### config.mk
export PLATFORM = sky130hd
export DESIGN_NAME = mm_result_drain
export DESIGN_NICKNAME = d
export VERILOG_FILES = /design/src/rtl/mm_pkg.sv /design/src/rtl/mm_result_bank.sv /design/src/rtl/mm_result_drain.sv
export SDC_FILE = /design/constraint.sdc
export NUM_CORES = 1
export LEC_CHECK = 0
export ABC_CLOCK_PERIOD_IN_PS = 2100
export CORE_ASPECT_RATIO = 0.75
export CORE_MARGIN = 2
export CORE_UTILIZATION = 38
export DETAILED_ROUTE_END_ITERATION = 6
export GPL_ROUTABILITY_DRIVEN = 0
export PLACE_DENSITY_LB_ADDON = 0.25
export SYNTH_ARGS = -nofsm -noshare
export SYNTH_HDL_FRONTEND = slang
export SYNTH_SLANG_ARGS = --single-unit
### constraint.sdc
create_clock -name clk -period 2.1 [get_ports clk]
set_input_delay 0.21 -clock clk [delete_from_list [all_inputs] [get_ports clk]]
set_output_delay 0.21 -clock clk [all_outputs]
set_load 0.02 [all_outputs]
### src/rtl/mm_pkg.sv
// Shared definitions for the matrix-multiply datapath: sequencer states and
// default result geometry used by both the load controller and the drain.
package mm_pkg;

    localparam int RES_W_DEFAULT     = 16;
    localparam int N_RESULTS_DEFAULT = 9;

    typedef enum logic [1:0] {
        ST_IDLE,
        ST_CAPTURE,
        ST_DRAIN,
        ST_CLEAR
    } mm_state_t;

endpackage

### src/rtl/mm_result_bank.sv
// Result bank: N_RESULTS words written one at a time by index, zeroed as a
// whole by a synchronous clear, read through a combinational mux.
module mm_result_bank
    import mm_pkg::*;
#(
    parameter int   RES_W     = RES_W_DEFAULT,
    parameter int   N_RESULTS = N_RESULTS_DEFAULT,
    localparam int  IDX_W     = $clog2(N_RESULTS)
) (
    input  logic             clk,
    input  logic             reset,
    input  logic             wr_en,
    input  logic [IDX_W-1:0] wr_idx,
    input  logic [RES_W-1:0] wr_data,
    input  logic             clr,
    input  logic [IDX_W-1:0] rd_idx,
    output logic [RES_W-1:0] rd_data
);

    logic [RES_W-1:0] mem [N_RESULTS];

    always_ff @(posedge clk or negedge reset) begin
        if (!reset) begin
            for (int i = 0; i < N_RESULTS; i++) mem[i] <= '0;
        end else if (clr) begin
            for (int i = 0; i < N_RESULTS; i++) mem[i] <= '0;
        end else if (wr_en) begin
            for (int i = 0; i < N_RESULTS; i++) begin
                if (wr_idx == IDX_W'(i)) mem[i] <= wr_data;
            end
        end
    end

    // Out-of-range indices read as zero rather than aliasing a real entry.
    always_comb begin
        rd_data = '0;
        for (int i = 0; i < N_RESULTS; i++) begin
            if (rd_idx == IDX_W'(i)) rd_data = mem[i];
        end
    end

endmodule

### src/rtl/mm_result_drain.sv
// Output-side sequencer: captures a full set of MAC results into the bank,
// streams them out over valid/ready, then clears the bank for the next run.
module mm_result_drain
    import mm_pkg::*;
#(
    parameter int   RES_W     = RES_W_DEFAULT,
    parameter int   N_RESULTS = N_RESULTS_DEFAULT,
    localparam int  IDX_W     = $clog2(N_RESULTS)
) (
    input  logic             clk,
    input  logic             reset,
    input  logic             start,
    input  logic             mac_done,
    input  logic [RES_W-1:0] mac_result,
    input  logic             out_ready,
    output logic             out_valid,
    output logic [RES_W-1:0] out_data,
    output logic             out_last,
    output logic [IDX_W-1:0] final_mux_sel,
    output logic             reg106_ld,
    output logic             output_set,
    output logic             output_clr,
    output logic             mem_clr,
    output logic             busy,
    output logic             overrun
);

    localparam logic [IDX_W-1:0] LAST_IDX = IDX_W'(N_RESULTS - 1);

    mm_state_t        state;
    logic [IDX_W-1:0] wr_idx;
    logic [IDX_W-1:0] rd_idx;

    always_ff @(posedge clk or negedge reset) begin
        if (!reset) begin
            state   <= ST_IDLE;
            wr_idx  <= '0;
            rd_idx  <= '0;
            overrun <= 1'b0;
        end else begin
            case (state)
                ST_IDLE: begin
                    if (start) begin
                        state   <= ST_CAPTURE;
                        wr_idx  <= '0;
                        rd_idx  <= '0;
                        overrun <= 1'b0;
                    end
                end
                ST_CAPTURE: begin
                    if (mac_done) begin
                        if (wr_idx == LAST_IDX) begin
                            state  <= ST_DRAIN;
                            wr_idx <= '0;
                            rd_idx <= '0;
                        end else begin
                            wr_idx <= wr_idx + 1'b1;
                        end
                    end
                end
                ST_DRAIN: begin
                    if (mac_done) overrun <= 1'b1;
                    // out_valid is always high here, so out_ready alone accepts.
                    if (out_ready) begin
                        if (rd_idx == LAST_IDX) begin
                            state  <= ST_CLEAR;
                            rd_idx <= '0;
                        end else begin
                            rd_idx <= rd_idx + 1'b1;
                        end
                    end
                end
                ST_CLEAR: begin
                    if (mac_done) overrun <= 1'b1;
                    state <= ST_IDLE;
                end
                default: state <= ST_IDLE;
            endcase
        end
    end

    assign reg106_ld     = (state == ST_CAPTURE) && mac_done;
    assign out_valid     = (state == ST_DRAIN);
    assign output_set    = (state == ST_DRAIN);
    assign out_last      = (state == ST_DRAIN) && (rd_idx == LAST_IDX);
    assign output_clr    = (state == ST_CLEAR);
    assign mem_clr       = (state == ST_CLEAR);
    assign busy          = (state != ST_IDLE);
    assign final_mux_sel = rd_idx;

    mm_result_bank #(
        .RES_W     (RES_W),
        .N_RESULTS (N_RESULTS)
    ) u_bank (
        .clk     (clk),
        .reset   (reset),
        .wr_en   (reg106_ld),
        .wr_idx  (wr_idx),
        .wr_data (mac_result),
        .clr     (mem_clr),
        .rd_idx  (final_mux_sel),
        .rd_data (out_data)
    );

endmodule

[Yosys cells after proc, flatten, opt, wreduce, memory -nomap -nowiden]
Cells that the tools add are included.
Operators by class
  equal/unequal tests: 25
  muxes and demuxes: 38
  $add $sub $neg: 2
  reduce and logical (&&, ||, !) cells: 33
Operators with widths (number)
  2-to-1 mux 144 bit: 2
  2-to-1 mux 16 bit: 18
  == test 4 x 3 -> 1 bit (second input constant): 8
  2-to-1 mux 4 bit: 7
  nonzero test 2 bit: 13
  AND reduction 2 bit: 9
  == test 4 x 2 -> 1 bit (second input constant): 4
  one-hot mux 4 bit (3 select lines): 1
  2-to-1 mux 2 bit: 5
  AND reduction 5 bit: 2
  adder 4 x 1 -> 4 bit (second input constant): 2
  == test 4 x 1 -> 1 bit (second input constant): 2
  == test 4 bit (second input constant): 2
  logical NOT 4 bit: 2
  inequality test 2 bit (second input constant): 4
  one-hot mux 2 bit (4 select lines): 1
  one-hot mux 4 bit (2 select lines): 1
  AND reduction 3 bit: 2
  == test 2 bit (second input constant): 2
  inequality test 2 x 1 -> 1 bit (second input constant): 2
  nonzero test 3 bit: 1
  == test 2 x 1 -> 1 bit (second input constant): 1
  logical AND 1 bit: 2
  logical NOT 2 bit: 1
  3 further kinds: 4
Word-level totals
  logic and storage cells: 111
  output and inout port bits: 28
  input bits: 21
  flip-flop bits (word level): 155

[Logic depth before layout (Yosys ltp)]
  depth in word-level cells: 10
  depth in mapped cells: 9
  depth with buffers taken out: 6

[Cells and area by module]
From an unflattened synthesis, not the netlist that was laid out.
Second synthesis, totals
  cells, all modules: 818
  area, all modules: 8005.2 sq um
By module, submodules not included
  mm_result_bank: cells an instance 735, area an instance 7236.9 sq um, times used 1, sequential area each 3603.5 sq um
  mm_result_drain: cells an instance 83, area an instance 768.2 sq um, times used 1, sequential area each 275.3 sq um

[Worst setup path after synthesis]
Ideal clock, no wire load.
  path type: reg-to-output
  from: reg rd_idx[1], in the netlist final_mux_sel[1]
  to: out out_data[14]
  arrival: 2190 ps
  buffers on the path: 2
  cell stages (with the launch flop): 9
  required time: 1890 ps
  path slack: -300 ps
  cell sequence: dfrtp_1 > inv_1 > ha_1 > nor2b_1 > clkbuf_1 > clkbuf_1 > a221o_1 > a311oi_1 > nor3_1
Between the ends
  word-level cells in the longest chain between the ends: 10
  elaborated cells on any way between the ends: 18
  those cells by class: 8 x eq/ne; 9 x mux; 1 x reduce/logical
RTL lines
  start: declaration: line mm_result_drain.sv:32  | logic [IDX_W-1:0] rd_idx;
  start signal: assignment: line mm_result_drain.sv:69  | rd_idx <= rd_idx + 1'b1;
  logical NOT 4 bit: line mm_result_bank.sv:38  | if (rd_idx == IDX_W'(i)) rd_data = mem[i];
  2-to-1 mux 16 bit (8 in a row): line mm_result_bank.sv:38
  2-to-1 mux 16 bit (*): line mm_result_bank.sv:38
  end: declaration: line mm_result_drain.sv:17  | output logic [RES_W-1:0] out_data,
Mark *: on every way between the ends. The rest lies on a longest branch, timed or not.

[Worst setup path in the final report]
  from: reg rd_idx[0], in the netlist final_mux_sel[0]
  to: out out_data[3]
Same word-level chain as after synthesis.

==> impl_metrics.csv <==
group,metric,value,unit
global_route,grt_overflow,0,
synth,syn-instance-count,960,
finish,multi_input_area,0.00414,mm²
place,dp.cells,1296,
finish,final_nets,1065,
synth,synthMostInstantiatedCell,"nand2_1",
timing,period_minus_slack,2580,ps
hold_path,hold_path_class,"primary input to asynchronous set/reset pin",
finish,fillCellCount,2015,
finish,fin_util,0.496,
status,status,"complete, but fails checks",
drt,vias,7386,
synth,synth_area_per_cell,8.49,µm²
timing,holdWs,297,ps
drt,drtIter0Drc,824,
place,portBuffers,48,
drt,drtAntennaViolNets,0,
pwr,p_int,7550,µW
setup_path,crit_type,"flop to output port",
synth,yosys_register_bits,155,
pwr,p_switching,5140,µW
floorplanning,fp.dieH,131,µm
synth,synth_edf_count,0,
timing,fin_skew,10.4,ps
setup_path,endpoint_kind,"output port",
finish,instances_no_fill,1332,
setup_path,cp_max_fo,4,
pwr,seq_power_share,0.289,
synth,synth_cell_types,52,
floorplanning,die_w,173,µm
finish,syn2layout_area_growth,28.2,%
place,hpwl,18200,µm
floorplanning,dieArea,0.0226,mm²
timing,fin_ws,-484,ps
cts,clkTransAtPathRegs,70,ps
finish,seq_area,0.00388,mm²
timing,fin_setup_tns,-7060,ps
global_route,grt_pass1_vias,6955,
timing,maxSlewHeadroom,0.573,
pwr,power,12700,µW
timing,report.final.slew_viol_count,0,
timing,max_freq,0.387,GHz
drt,drc,0,
timing,finalHoldViolations,0,
setup_path,cp.required,1890,ps
cts,cts_buffers,17,
timing,finalSetupViolations,16,
global_route,antenna_found_initial,0,
global_route,grt.total_usage,0.238,
cts,cts_tree,"yes",
synth,yosys_warnings,0,
floorplanning,rows,46,
setup_path,worstPathArrival,2370,ps
finish,post_route_cells_drive_above_1_share,0.218,
pwr,clockPowerShare,0.238,
global_route,grt_start_max_net_pins,112,
drt,detail_route.wl_per_cell,19.9,µm
floorplanning,io_pins,49,
pwr,power_density,1220,mW/mm²
timing,finalCritPeriodShare,1.23,
cts,cts.htree.levels,4,
finish,num_antenna_cells,0,
drt,firstDrtPassIters,5,
pwr,leakage,0.00448,µW
floorplanning,fp.coreArea,0.0211,mm²
synth,synth_top_area_frac,0.476,
pwr,ir_worst_vdd,0.000559,V
cts,insertion_delay,440,ps
global_route,grt_pass1_wl,41400,µm
floorplanning,start_util,0.387,
setup_path,start_kind,"flop",
cts,cts_buffer_depth,2,
timing,worst_slew_pin_slew,639,ps
timing,rsz0062_at_grt,"yes",
synth,synth.largest_area_cell,"dfrtp_1",
pwr,combPwrFrac,0.473,
cts,clockRootBuffer,"clkbuf_16",
drt,vias_per_cell,5.55,
status,violations,"negative setup slack",
drt,routed_wl,26500,µm
synth,ys_seq_area_frac,0.476,
synth,synth.area.top_cells,"dfrtp_1 (48%), nand2_1 (12%), a21oi_1 (9.1%)",
synth,synth_ff_type,"dfrtp_1",
run,maxCapViolations,0,
pwr,swShare,0.405,
synth,synthArstFlopShare,1.00,
synth,post_synth_most_frequent_cells,"nand2_1 (252), dfrtp_1 (155), a21oi_1 (148), clkbuf_1 (59), nor2_1 (37)",
synth,synthesis.nets,994,
synth,mappedNetlistArea,0.00815,mm²
cts,clkSinkCount,155,
==> worst max-delay path, cell delays in order, from the launching register on <==
cell and delay, ps:
dfrtp_2 460, ha_2 220, and3b_2 250, buf_4 150, a211o_1 310, nor4_2 280
nor3_2 100, buf_4 170
==> path summary, 6_finish.rpt <==
check                                      start               end  slack, ps  depth (start not counted)
worst min-delay path                       reset    u_bank.mem[19]        300                          2
worst max register to register          state[1]          state[1]        120                          6
worst max-delay path            final_mux_sel[0]       out_data[3]       -480                          7
max in group asynchronous                  reset  final_mux_sel[2]       1110                          3
min in group clk                 u_bank.mem[103]   u_bank.mem[103]        520                          2
worst min register to register   u_bank.mem[103]   u_bank.mem[103]        520                          2
==> cell usage in the layout, fill, tap and decap left out, types with 18 or more instances in the layout <==
cell type,instances
nand2_1,252
dfrtp_1,151
a21oi_1,147
buf_4,91
nor2_1,37
clkdlybuf4s50_1,26
inv_1,23
nand3b_1,20
mux2i_1,18
==> logic make-up (layout without fill, tap and decap cells) <==
family          count (synthesis)  after routing  synth area share
simple gates                  390            390             0.215
buf+inv                       122            206            0.0639
flops                         155            155             0.476
fa+ha+maj                      13             13            0.0200
compound gates                261            261             0.201
mux                            19             19            0.0235
==> registers in the layout (all words and copies together) (netlist names) <==
register       cells
u_bank.mem       144
wr_idx             4
final_mux_sel      4
state              2
overrun            1
==> cell type report <==
cell class,count,share of cell area
multi-input cells,683,0.397
well taps,288,0.0345
clock buffers,18,0.0420
inverters,26,0.00982
repair buffers,148,0.133
flip-flops and latches,155,0.372
clock inverters,14,0.0122
==> what timing repair did <==
action | in CTS | in global routing
pin swaps | 25 | 28
gates resized for setup | 115 | 23
setup endpoints to repair | 22 | 20
hold endpoints to repair | 46 | 0
hold buffers | 1 | 0
setup buffers | 3 | 0
==> metal layers <==
layer / part of all wire / wire [µm] / track usage / vias to the layer above
li1: - / - / - / 3453
met1: 0.50 / 13400 / 0.366 / 3660
met2: 0.42 / 11200 / 0.341 / 253
met3: 0.063 / 1660 / 0.0495 / 20
met4: 0.0094 / 249 / 0.0518 / 0
met5: 0 / 0 / 0 / -
==> stage by stage <==
stage,worst slack (ps),cell area [µm²]
5_1_grt,-547,10400
3_3_place_gp,-491,9670
3_5_place_dp,-531,9670
2_1_floorplan,-22.3,8350
6_report,-484,10400
4_1_cts,-504,10400
==> power by group through the flow <==
stage / sequential, µW / combinational, µW / clock, µW
finish: 3670 / 6010 / 3020
global route: 3690 / 6430 / 3180
CTS: 3640 / 5790 / 3050
detailed placement: 3680 / 5780 / 0
global placement: 3680 / 5760 / 0
floorplan: 3600 / 3440 / 0
(Power assumes the default switching activity.)
==> RTL edit 1: new RTL, same settings <==
Encoding of `mm_state_t`: now one-hot (4 bits for 4 states).
--- a/src/rtl/mm_pkg.sv
+++ b/src/rtl/mm_pkg.sv
@@ -5,11 +5,11 @@
     localparam int RES_W_DEFAULT     = 16;
     localparam int N_RESULTS_DEFAULT = 9;
 
-    typedef enum logic [1:0] {
-        ST_IDLE,
-        ST_CAPTURE,
-        ST_DRAIN,
-        ST_CLEAR
+    typedef enum logic [3:0] {
+        ST_IDLE    = 4'b0001,
+        ST_CAPTURE = 4'b0010,
+        ST_DRAIN   = 4'b0100,
+        ST_CLEAR   = 4'b1000
     } mm_state_t;
 
 endpackage
Check against the original RTL: same outputs for any inputs over 4 cycles, from zero or initial values and one cycle with reset low; so few cycles prove little.
==> RTL edit 1 against the unedited design <==
  * The run still ends with negative setup slack left
  * Sequential share of layout area is 0.71 points lower
  * Routed wire length is 5.2% lower
  * Setup slack better by 0.094 ns
  * Synthesized cell count is 13% lower
  * First-iteration DRC count is 15% lower
  * Count of clock-buffer cells in the layout is 6 higher
  * Sequential cell count is 2 higher
  * Total power is 7.0% lower
  * Synthesized area is 2.0% higher
  * Core utilization is 1.1 points higher
  * Cell area is 3.3% higher
==> RTL edit 1: results (changes against the unedited design) <==
Status -> finished with violations
Failing checks -> negative setup slack
CP endpoint -> out_data[6]
Final worst slack -> -0.389 ns (+0.0942 ns)
Reg2Reg Setup Slack -> 0.04 ns (-0.08 ns)
M2 GR Usage -> 32.1% (-2.0 points)
Post-synth ARST share -> 100% (unchanged)
Ranking of synthesized cells by area -> dfrtp_1 (47%), mux2i_1 (17%), nor2_1 (6.7%)
Area post-placement -> 0.00962 sq mm (-0.53%)
CP startpoint -> final_mux_sel[1]$_DFFE_PN0P_
Final WL -> 25100 microns (-5.2%)
Via density -> 5.57 (+0.42%)
Sequential fraction of the synthesis area -> 47.3% (-0.32 points)
CP top delay family -> buffers and inverters
Hpwl dp -> 15600 microns (-14%)
Placed instance count -> 1169 (-9.8%)
Post-CTS Setup Repair Bufs -> 3 (unchanged)
Final setup violation count -> 17 (+1)
Commonest cells post-synth -> dfrtp_1 (156), nor2_1 (149), mux2i_1 (144)
Synth Area in Adders -> 1.20% (-0.79 points)
Total GRT Usage -> 22.1% (-1.6 points)
FF-to-FF End -> state[2]$_DFFE_PN0P_
Hold WS -> 0.276 ns (-0.0204 ns)
Mux share of post-synthesis cell area -> 17.6% (+15 points)
Post-synthesis compound-gate area fraction -> 14.4% (-5.7 points)
Post-Syn Nets -> 867 (-13%)
Max FO, Critical Path -> 5 (+1)
Lkg Pwr -> 5.82 nW (+30%)
R2R Path Start -> final_mux_sel[0]$_DFFE_PN0P_
Setup WS pre-CTS -> -0.627 ns (-0.0952 ns)
WL/cell -> 20.8 microns (+4.8%)
GR Util met3 -> 5.05% (+0.098 points)
Crit path arrival time -> 2.28 ns (-0.09 ns)
Worst Clk Skew -> 0.00960 ns (-0.000852 ns)
First-pass GRT wire length -> 39600 microns (-4.3%)
Critical Path Max Stage Delay -> 0.44 ns (-0.02 ns)
Setup_tns -> -5.32 ns (+1.74 ns)
Reg2Reg Depth -> 9 (+3)
Vias in the first global route -> 6706 (-3.6%)
Yosys cell types -> 54 (+3.8%)
VDD IR-drop max -> 0.000534 V (-4.5%)
Post-Syn Area per Cell -> 9.92 sq um (+17%)
Slew margin rel. -> 59.1% (+1.8 points)
Share of post-route cells with drive strength above 1 -> 25.3% (+3.5 points)
Largest net degree at the start of global routing -> 60 (-46%)
## RTL edit 1: cell count changes after synthesis, moves of 17 or more
cell / before / now
o21ai_0: 17 / 41
a21oi_1: 148 / 50
buf_2: 32 / 12
nand3b_1: 20 / 2
nor2_1: 37 / 149
a211o_1: 17 / 0
a2bb2oi_1: 0 / 32
mux2i_1: 18 / 144
nand2_1: 252 / 21
inv_1: 25 / 55
## RTL edit 1: how the worst min path moves through the flow
stage                                               to  startpoint  depth (start not counted)
after CTS                        wr_idx[2]$_DFFE_PN0P_       reset                          2
after detailed placement         wr_idx[2]$_DFFE_PN0P_       reset                          1
after global routing             wr_idx[2]$_DFFE_PN0P_       reset                          2
after global placement           wr_idx[2]$_DFFE_PN0P_       reset                          1
after floorplan           final_mux_sel[0]$_DFFE_PN0P_       reset                          0
final                            wr_idx[2]$_DFFE_PN0P_       reset                          2
## RTL edit 1: report_power, final
part	internal (mW)	switching (mW)	total, mW
combinational	2.02	2.37	4.39
clock	2.10	1.22	3.33
sequential	3.68	0.414	4.09
## RTL edit 1: logic make-up (layout without fill, tap and decap cells)
family | after synthesis | in the layout
AO/OA/AOI/OAI | 177 | 177
XOR/XNOR | 1 | 1
adder cells (fa/ha/maj) | 8 | 8
buffers and inverters | 140 | 219
flip-flops | 157 | 157
multiplexers | 146 | 146
AND/OR/NAND/NOR | 209 | 209
## RTL edit 1: layer usage
metal / up-vias / routed length [microns]
met5: - / 0
met4: 0 / 562
met3: 40 / 1490
met2: 205 / 11000
met1: 3396 / 12000
li1: 3069 / -
## RTL edit 1: layout make-up
cell class | instances | area, sq um
Clock buffer | 24 | 492
Clock inverter | 6 | 133
Fill cell | 1904 | 10500
Inverter | 56 | 210
Multi-Input combinational cell | 541 | 4240
Sequential cell | 157 | 3930
Tap cell | 288 | 360
Timing Repair Buffer | 133 | 1420
==> RTL edit 2: new RTL, same settings <==
Without the edit above. Set the package constant `RES_W_DEFAULT` to 32 (it was 16).
--- a/src/rtl/mm_pkg.sv
+++ b/src/rtl/mm_pkg.sv
@@ -2,7 +2,7 @@
 // default result geometry used by both the load controller and the drain.
 package mm_pkg;
 
-    localparam int RES_W_DEFAULT     = 16;
+    localparam int RES_W_DEFAULT     = 32;
     localparam int N_RESULTS_DEFAULT = 9;
 
     typedef enum logic [1:0] {
Interface: changed (resized mac_result and out_data); port bits go from 49 to 81. The function was not compared with the original's and may differ.
==> RTL edit 2 against the unedited design <==
  * Count of clock-buffer cells in the layout increased by 27
  * Critical path depth up 1
  * The run still ends with negative setup slack left
  * Register-to-register slack worse by 0.03 ns
  * Total power rose by 89%
  * Critical endpoint is now out_data[12]
  * Synthesized area up 87%
  * Cell area grew 88%
  * Clock skew increased by 0.0034 ns
  * Routed wire length up 110%
  * Setup slack worse by 0.27 ns
  * Sequential share of layout area up 1.0 points
  * Via count grew 93%
  * Sequential cell count rose by 144
==> RTL edit 2: results (changes against the unedited design) <==
Final worst slack -> -0.749 ns (-0.265 ns)
Placed instance count -> 2387 (+84%)
Htree depth -> 1 (-3)
Failing checks -> negative setup slack
Status -> finished with violations
Met1 Track Usage GR -> 39.1% (+2.5 points)
Area post-placement -> 0.0180 sq mm (+86%)
R2R Path Start -> state[0]$_DFFE_PN0P_
Drt initial violations -> 1416 (+72%)
M2 GR Usage -> 38.5% (+4.4 points)
Setup_tns -> -22.08 ns (-15.02 ns)
Max Root-Sink Buffers -> 3 (+1)
WL/cell -> 22.6 microns (+13%)
Mux share of post-synthesis cell area -> 0.140% (-2.2 points)
Worst skew pair latency -> 0.58 ns (+0.14 ns)
Setup WS pre-CTS -> -0.586 ns (-0.0542 ns)
Max reg flops -> 288 (+100%)
Ranking of synthesized cells by area -> dfrtp_1 (49%), nand2_1 (15%), a21oi_1 (11%)
Critical Path Max Stage Delay -> 0.44 ns (-0.02 ns)
Post-Synthesis Cells -> 1855 (+93%)
First-pass GRT wire length -> 84300 microns (+100%)
Final setup violation count -> 33 (+17)
Port Buf Inserts -> 80 (+67%)
Worst Clk Skew -> 0.0139 ns (+0.00341 ns)
Slew margin rel. -> 51.2% (-6.1 points)
Synth Area in Adders -> 1.07% (-0.93 points)
Largest net degree at the start of global routing -> 148 (+32%)
Final cell count without fillers -> 2453 (+84%)
CP top delay family -> buffers and inverters
Reg2Reg Setup Slack -> 0.09 ns (-0.03 ns)
RTL edit 2: changes by cell type after synthesis, moves of 17 or more:
| cell | change |
|---|---|
| nand2_1 | +338 |
| buf_2 | +34 |
| mux2i_1 | -17 |
| a21oi_1 | +178 |
| clkbuf_1 | +64 |
| dfrtp_1 | +144 |
| nor3_1 | +17 |
RTL edit 2: repair_timing:
item	in CTS	in global routing
buffers inserted	6	2
hold endpoints to repair	299	0
setup endpoints to repair	41	41
hold buffers	1	0
resized for setup	195	57
gates cloned	0	6
pin swaps	46	42
RTL edit 2: per-layer routing:
metal / wire length (microns) / up-vias
met4: 1020 / 0
met5: 0 / -
li1: - / 6434
met2: 23700 / 654
met1: 25200 / 7057
met3: 5320 / 80
RTL edit 2: area by class of cell:
type,count,area [sq um]
repair buffers,229,2570
clock buffers,45,928
flip-flops and latches,299,7490
inverters,42,160
clock inverters,8,140
fillers,3682,20000
well taps,520,651
multi-input cells,1310,7670
RTL edit 2: how the worst max path moves through the flow:
stage	startpoint	endpoint	slack, ns
floorplan	final_mux_sel[0]$_DFFE_PN0P_	out_data[10]	-0.007
global placement	final_mux_sel[1]$_DFFE_PN0P_	out_data[24]	-0.60
detailed placement	final_mux_sel[1]$_DFFE_PN0P_	out_data[19]	-0.59
CTS	final_mux_sel[0]$_DFFE_PN0P_	out_data[16]	-0.75
global route	final_mux_sel[0]$_DFFE_PN0P_	out_data[13]	-0.80
finish	final_mux_sel[0]$_DFFE_PN0P_	out_data[12]	-0.75
RTL edit 2: power by group:
| part | switching, mW | total, mW | internal, mW |
|---|---|---|---|
| Clock | 2.35 | 5.87 | 3.51 |
| Combinational | 6.54 | 11.2 | 4.71 |
| Sequential | 0.445 | 6.86 | 6.41 |
